**src/rtl/instr_loader_pkg.sv**
```systemverilog
// Shared definitions for the boot-time instruction loader.
//   state_t        loader FSM states
//   SYNC_BYTE_DEF  default frame start marker
//   HDR_LEN        bytes in the frame header (sync + two length bytes)
//   LEN_W          width of the frame length field
package instr_loader_pkg;

  typedef enum logic [2:0] {
    WAIT_SYNC,
    LEN_HI,
    LEN_LO,
    DATA,
    CHECK,
    DONE,
    ERROR
  } state_t;

  localparam logic [7:0] SYNC_BYTE_DEF = 8'hA5;
  localparam int         HDR_LEN       = 3;
  localparam int         LEN_W         = 16;

endpackage

```
**src/rtl/instr_loader_timer.sv**
```systemverilog
// Inter-byte idle timer: a clearable counter that saturates at TIMEOUT_CYC.
// Ports:
//   clk, rst   clock, synchronous active-high reset
//   i_clr      clear the count (byte accepted, or timer not in use)
//   i_run      count this cycle
//   o_expired  count has reached TIMEOUT_CYC
module instr_loader_timer #(
  parameter int TIMEOUT_CYC = 1000000
) (
  input  logic clk,
  input  logic rst,
  input  logic i_clr,
  input  logic i_run,
  output logic o_expired
);

  localparam int                CNT_W = $clog2(TIMEOUT_CYC + 1);
  localparam logic [CNT_W-1:0]  LIMIT = CNT_W'(TIMEOUT_CYC);

  logic [CNT_W-1:0] r_cnt;

  always_ff @(posedge clk) begin
    if (rst || i_clr) begin
      r_cnt <= '0;
    end else if (i_run && (r_cnt != LIMIT)) begin
      r_cnt <= r_cnt + CNT_W'(1);
    end
  end

  assign o_expired = (r_cnt == LIMIT);

endmodule

```
**src/rtl/instr_loader.sv**
```systemverilog
// Boot-time instruction loader. Accepts a framed byte stream
// (SYNC, LEN_HI, LEN_LO, 4*N data bytes MSB first, XOR checksum), writes
// big-endian words into the instruction RAM from address 0 and holds the
// core until a frame with a correct checksum has been loaded.
// Ports:
//   clk, rst                  clock, synchronous active-high reset
//   rx_data/rx_valid/rx_ready byte stream from the UART receiver
//   start                     re-arm pulse from DONE or ERROR
//   imem_we/addr/wdata        instruction RAM write port
//   cpu_hold                  1 while the core must stay held
//   load_done, load_err       frame result levels
//   word_cnt                  words written in the current frame
module instr_loader
  import instr_loader_pkg::*;
#(
  parameter int         ADDR_W      = 10,
  parameter logic [7:0] SYNC_BYTE   = SYNC_BYTE_DEF,
  parameter int         TIMEOUT_CYC = 1000000
) (
  input  logic              clk,
  input  logic              rst,
  input  logic [7:0]        rx_data,
  input  logic              rx_valid,
  output logic              rx_ready,
  input  logic              start,
  output logic              imem_we,
  output logic [ADDR_W-1:0] imem_addr,
  output logic [31:0]       imem_wdata,
  output logic              cpu_hold,
  output logic              load_done,
  output logic              load_err,
  output logic [ADDR_W:0]   word_cnt
);

  state_t             r_state;
  state_t             w_next;
  logic [LEN_W-1:0]   r_len;
  logic [23:0]        r_shift;
  logic [1:0]         r_byte_idx;
  logic [7:0]         r_csum;
  logic               r_we;
  logic [ADDR_W-1:0]  r_addr;
  logic [31:0]        r_wdata;
  logic [ADDR_W:0]    r_word_cnt;

  logic               w_accept;
  logic               w_expired;
  logic               w_tmr_run;
  logic               w_rearm;
  logic [LEN_W-1:0]   w_len_n;
  logic               w_oversize;
  logic [31:0]        w_word;
  logic [ADDR_W:0]    w_cnt_inc;
  logic               w_last_word;

  assign w_accept    = rx_valid && rx_ready;
  assign w_rearm     = ((r_state == DONE) || (r_state == ERROR)) && start;
  assign w_len_n     = {r_len[LEN_W-1:8], rx_data};
  assign w_oversize  = 32'(w_len_n) > (32'd1 << ADDR_W);
  assign w_word      = {r_shift, rx_data};
  assign w_cnt_inc   = r_word_cnt + (ADDR_W+1)'(1);
  assign w_last_word = (r_byte_idx == 2'd3) && (32'(w_cnt_inc) == 32'(r_len));

  // The timer only runs while a frame is in progress; holding it clear
  // otherwise means every frame starts with a fresh idle budget.
  instr_loader_timer #(
    .TIMEOUT_CYC (TIMEOUT_CYC)
  ) u_timer (
    .clk       (clk),
    .rst       (rst),
    .i_clr     (w_accept || !w_tmr_run),
    .i_run     (w_tmr_run),
    .o_expired (w_expired)
  );

  // State register
  always_ff @(posedge clk) begin
    if (rst) begin
      r_state <= WAIT_SYNC;
    end else begin
      r_state <= w_next;
    end
  end

  // Next-state logic; an accepted byte always takes priority over a timeout
  always_comb begin
    w_next = r_state;
    case (r_state)
      WAIT_SYNC: if (w_accept && (rx_data == SYNC_BYTE)) w_next = LEN_HI;
      LEN_HI: begin
        if (w_accept)       w_next = LEN_LO;
        else if (w_expired) w_next = ERROR;
      end
      LEN_LO: begin
        if (w_accept) begin
          if (w_oversize)           w_next = ERROR;
          else if (w_len_n == '0)   w_next = CHECK;
          else                      w_next = DATA;
        end else if (w_expired) begin
          w_next = ERROR;
        end
      end
      DATA: begin
        if (w_accept) begin
          if (w_last_word) w_next = CHECK;
        end else if (w_expired) begin
          w_next = ERROR;
        end
      end
      CHECK: begin
        if (w_accept)       w_next = (rx_data == r_csum) ? DONE : ERROR;
        else if (w_expired) w_next = ERROR;
      end
      DONE, ERROR: if (start) w_next = WAIT_SYNC;
      default: w_next = WAIT_SYNC;
    endcase
  end

  // Output decode
  always_comb begin
    rx_ready  = 1'b0;
    w_tmr_run = 1'b0;
    cpu_hold  = 1'b1;
    load_done = 1'b0;
    load_err  = 1'b0;
    case (r_state)
      WAIT_SYNC:                 rx_ready = 1'b1;
      LEN_HI, LEN_LO, DATA, CHECK: begin
        rx_ready  = 1'b1;
        w_tmr_run = 1'b1;
      end
      DONE: begin
        cpu_hold  = 1'b0;
        load_done = 1'b1;
      end
      ERROR:   load_err = 1'b1;
      default: ;
    endcase
  end

  // Frame bookkeeping and the registered RAM write port. The write for a
  // word lands one cycle after its 4th byte, and word_cnt moves with it.
  always_ff @(posedge clk) begin
    if (rst) begin
      r_we       <= 1'b0;
      r_addr     <= '0;
      r_wdata    <= '0;
      r_word_cnt <= '0;
      r_csum     <= '0;
      r_byte_idx <= '0;
    end else begin
      r_we <= 1'b0;
      if (w_rearm) begin
        r_word_cnt <= '0;
        r_csum     <= '0;
        r_byte_idx <= '0;
      end
      if (w_accept && (r_state == DATA)) begin
        r_csum     <= r_csum ^ rx_data;
        r_byte_idx <= r_byte_idx + 2'd1;
        if (r_byte_idx == 2'd3) begin
          r_we       <= 1'b1;
          r_addr     <= r_word_cnt[ADDR_W-1:0];
          r_wdata    <= w_word;
          r_word_cnt <= w_cnt_inc;
        end
      end
    end
  end

  // Length capture and word assembly need no reset: they are always
  // rewritten before use within a frame.
  always_ff @(posedge clk) begin
    if (w_accept) begin
      if (r_state == LEN_HI) r_len[LEN_W-1:8] <= rx_data;
      if (r_state == LEN_LO) r_len            <= w_len_n;
      if (r_state == DATA)   r_shift          <= w_word[23:0];
    end
  end

  assign imem_we    = r_we;
  assign imem_addr  = r_addr;
  assign imem_wdata = r_wdata;
  assign word_cnt   = r_word_cnt;

endmodule
```
**config.mk**
```make
export PLATFORM = sky130hd
export DESIGN_NAME = instr_loader
export DESIGN_NICKNAME = d
export VERILOG_FILES = /design/src/rtl/instr_loader_pkg.sv /design/src/rtl/instr_loader_timer.sv /design/src/rtl/instr_loader.sv
export SDC_FILE = /design/constraint.sdc
export NUM_CORES = 1
export LEC_CHECK = 0
export ABC_AREA = 1
export BUFFER_PORTS_ARGS = -buffer_cell sky130_fd_sc_hd__buf_2
export CORE_UTILIZATION = 40
export DETAILED_ROUTE_END_ITERATION = 10
export GPL_TIMING_DRIVEN = 0
export HOLD_SLACK_MARGIN = 0.06
export PLACE_DENSITY_LB_ADDON = 0.1
export SETUP_SLACK_MARGIN = 0.4
export SKIP_LAST_GASP = 1
export SYNTH_ARGS = -nofsm -noshare
export SYNTH_HDL_FRONTEND = slang
export SYNTH_HIERARCHICAL = 1
export SYNTH_SLANG_ARGS = --single-unit
```
**constraint.sdc**
```tcl
create_clock -name clk -period 3.45 [get_ports clk]
set_clock_uncertainty 0.05 [all_clocks]
set_input_delay 0.5175 -clock clk [delete_from_list [all_inputs] [get_ports clk]]
set_output_delay 0.5175 -clock clk [all_outputs]
set_load 0.01 [all_outputs]
```
==> impl_summary.md <==
Placed design
Detailed placement ended at an HPWL of 10500 um. Input and output buffers added on the ports amount to 69. The placement-stage cell area is about 6400 um^2. The final weighted congestion in routability-driven placement is 0.892.

The total placed cells including tap cells is 981. Prior to clock tree synthesis, the placed netlist has a worst setup slack of 1.04 ns.

Final layout
The post-route cell area is roughly 7000 um^2. The final core utilization is 49.5%. Relative to the synthesized area, the layout overhead comes to 19.1%. 0 antenna diodes ended up in the layout.

For this run, the post-layout net count is 836. The final cell count without fillers is 1013. The filler cell count in the final layout is around 1400. The post-route netlist has 18.1% of its cells at a drive strength greater than 1.

STA
The highest achievable clock rate is 0.423 GHz. The transition time of the tightest slew-check pin is between 0.7 and 0.8 ns. The final max-slew violation count was 0. Setup violations remaining at the end of the flow were counted as 0. The time the worst path needs with I/O delays and setup is 2.37 ns. The worst setup margin is 1.08 ns. Adding up every negative setup slack in the final design gives 0 ns. The final critical path takes up 68.6% of the cycle. Setup repair after global routing left no endpoint under its margin. The tightest hold path in the finished design has a slack of 0.342 ns.

The normalized max-slew margin is 52.3%. The hold violation count in the final report is 0.

Worst setup path
The highest-delay cell along the critical path is clkbuf_1. The worst setup path is launched from a flop. The data arrival at the endpoint of the critical path is 2.66 ns. Of all nets on the critical path, the largest fanout is 10. The endpoint type of the worst setup path is a flop.

The total buffers and inverters traversed by the critical path is 5. The critical path goes through inv_2 -> nand2_1 -> nor2_1 -> inv_2 -> o21ai_0 -> inv_1 -> nand3_1 -> nand2_1 -> nor2_1 -> inv_1 -> clkbuf_1 -> a21oi_2. The largest single stage delay on the critical path is between 0.3 and 0.4 ns. Broken down by cell family, the worst path's largest delay share belongs to buffers and inverters. The critical path is of the flop to flop type.

STA puts the critical path data required time at 3.74 ns.

Floorplan
The total I/O pin count is 70. In this run the horizontal extent of the chip is 123 um. The floorplan has 43 rows. In this run the standard cell core region covers 14100 um^2.

Measured along the y axis, the die boundary spans around 120 um. The starting density of the core is 41.6%. The die covers 15100 um^2.

Clocking
The CTS root buffer is clkbuf_16. Buffers inserted during clock tree synthesis total 17. Buffers inserted to repair hold after CTS numbered 0. Clock latency on the worst-skew pair, taken at its later pin, is 0.42 ns.

The CTS H-tree depth is 4. The clock input transition at the sequential cells of the worst setup and hold paths is 0.06 ns. The buffer count from post-CTS setup fixing is 0. TritonCTS built the clock tree. The clock net in this run drives a total of roughly 130 sinks. In this run the deepest clock path goes through 2 buffers. In this run, post-CTS repair resized a total of 0 instances.

Synthesis
The main combinational cell family by area after synthesis is simple AND/OR/NAND/NOR gates. After Yosys synthesis, XOR and XNOR cells account for 2.84% of the synthesized area. The number of nets produced by synthesis is 748. The number of synthesized register bits is 127. The synthesized design contains 40 enable-type register cells. The mean instance size in the synthesized netlist is 8.01 um^2.

The top cell type by total area after synthesis is dfxtp_1. The part of the Yosys area used for sequential elements is 50.2%. The most used flip-flop cell after synthesis is dfxtp_1. The number of different library cells in the post-synthesis netlist is 43. The commonest cells after synthesis are 229 x nand2_1, 87 x dfxtp_1, 76 x nand3_1, 70 x nor2_1, 62 x inv_1. The cell area after synthesis is just under 6000 um^2.

After synthesis, the share of cell area in mux cells is 0.171%. The share of the synthesized area in the top cell type is 29.7%. The fraction of registers with async set or reset after synthesis is 0%.

After Yosys synthesis, and, or, nand and nor cells account for 32.4% of the synthesized area. During synthesis, Yosys emitted a total of 6 warnings. Synthesis produced 732 cells. Summing the areas of all compound-gate instances in the mapped netlist gives 6.68% of the synthesized area. Yosys attributes the largest share of cell area to dfxtp_1 30%, edfxtp_1 20%, nand2_1 15%, nand3_1 6.5%, nor2_1 4.5%. Among all cell types in the netlist, the one instantiated most often is nand2_1. After Yosys synthesis, full adders, half adders and majority gates account for less than 1% of the synthesized area.

Global route
Across every metal layer, demand over resource in global routing totals 20.2%. The wire length of the first global-routing pass is 22900 um. The aggregate global routing overflow is 0.

The number of global-route vias before repair came to 4611. The initial antenna violation count was 0. The largest net degree at the start of global routing is 33.

Drt
The count of unresolved DRC violations after routing is 0. The routed layout has 5013 vias. The count of nets left with antenna violations once routing finished came out at 0. The final layout contains routed wiring with a total length of between 10000 and 15000 um.

The iteration count of the initial detailed-routing pass is 6. The iteration-0 DRC count of the detailed router is about 460. Using the TritonRoute via totals, the vias-per-cell ratio works out to 4.95.

The average wire per standard cell is 14.0 um.

Power and ir drop
The analysis attributes to cell leakage a power of around 2.9 nW. The total power divided by cell area is 580 nW/um^2. After layout, the design draws a total of 4.05 mW. VDD sags by at most 0.000426 V.

Min path
The type of the tightest min-delay check is input pin to flop.

Run status
The flow ran to the end, and the final reports show no timing, DRC or antenna violations.

Job
The number of max-cap violations is 0.
worst reg2reg max path, delay by kind of cell, from the launching register on:
family                 cells  cell delay, ns
flip-flops                 1            0.32
AO/OA/AOI/OAI              2            0.28
buffers and inverters      5            0.84
AND/OR/NAND/NOR            5            0.79
cell type report:
cell class / instances / area (um^2) / share of cell area (%)
buffer: 21 / 126 / 1.81
clock buffer: 20 / 437 / 6.26
clock inverter: 12 / 111 / 1.60
inverter: 72 / 278 / 3.98
multi-input combinational: 512 / 2510 / 36.0
sequential: 127 / 2940 / 42.2
tap: 180 / 225 / 3.23
timing repair buffer: 69 / 345 / 4.95
sequential cells by signal, indices dropped and copies added (netlist names):
signal and count:
imem_wdata 32, imem_addr 10, r_csum 8, r_state 3
imem_we 1, u_timer/r_cnt 20, r_byte_idx 2, r_shift 24
r_len 16, word_cnt 11
logic make-up after synthesis:
logic type,Yosys count
and+or+nand+nor,422
DFF,127
muxes,1
AOI/OAI and AO/OA,66
adders and majority gates,4
buffers and inverters,93
xor gates and xnor gates,19
per-layer routing:
layer  part of all wire (%)  vias up  track usage, %
li1                       -     2558               -
met1                     49     2302            27.9
met2                     44      131            30.5
met3                    5.2       22            4.47
met4                    1.8        0            8.13
met5                      0        -               0
layout by cell type, fill, tap and decap left out, types with 3 or more instances in the layout:
cell type / n
xor2_1: 12
a21oi_2: 9
and2_1: 3
o21ai_0: 17
nand3_1: 76
o22ai_1: 4
clkinv_4: 4
inv_4: 4
buf_6: 4
nor2_4: 4
nor2_2: 4
nor3_1: 4
buf_2: 74
nand3b_1: 8
inv_2: 6
clkinv_2: 3
o21ai_1: 5
or2_2: 4
clkbuf_16: 17
nor2_1: 70
xnor2_1: 7
inv_1: 62
dfxtp_1: 87
edfxtp_1: 40
ha_1: 4
nand4_1: 7
nand2_2: 4
a21oi_1: 24
clkbuf_1: 12
nand2_1: 229
nor2_8: 3
power breakdown:
group / switching (mW) / internal (mW) / total (mW)
clock network: 0.663 / 0.993 / 1.66
registers: 0.0387 / 1.61 / 1.65
logic: 0.510 / 0.233 / 0.743
total: 1.21 / 2.84 / 4.05
path summary, 6_finish.rpt:
check / startpoint / slack, ns / cells past startpoint / to
setup / recovery: r_state[2] / 1.08 / 12 / u_timer/r_cnt[15]
hold / removal: rx_data[0] / 0.34 / 1 / r_len[8]
hold reg to reg: r_shift[17] / 0.38 / 2 / imem_wdata[25]
setup reg to reg: r_state[2] / 1.08 / 12 / u_timer/r_cnt[15]
No activity file was read; power rests on OpenSTA's default activity.
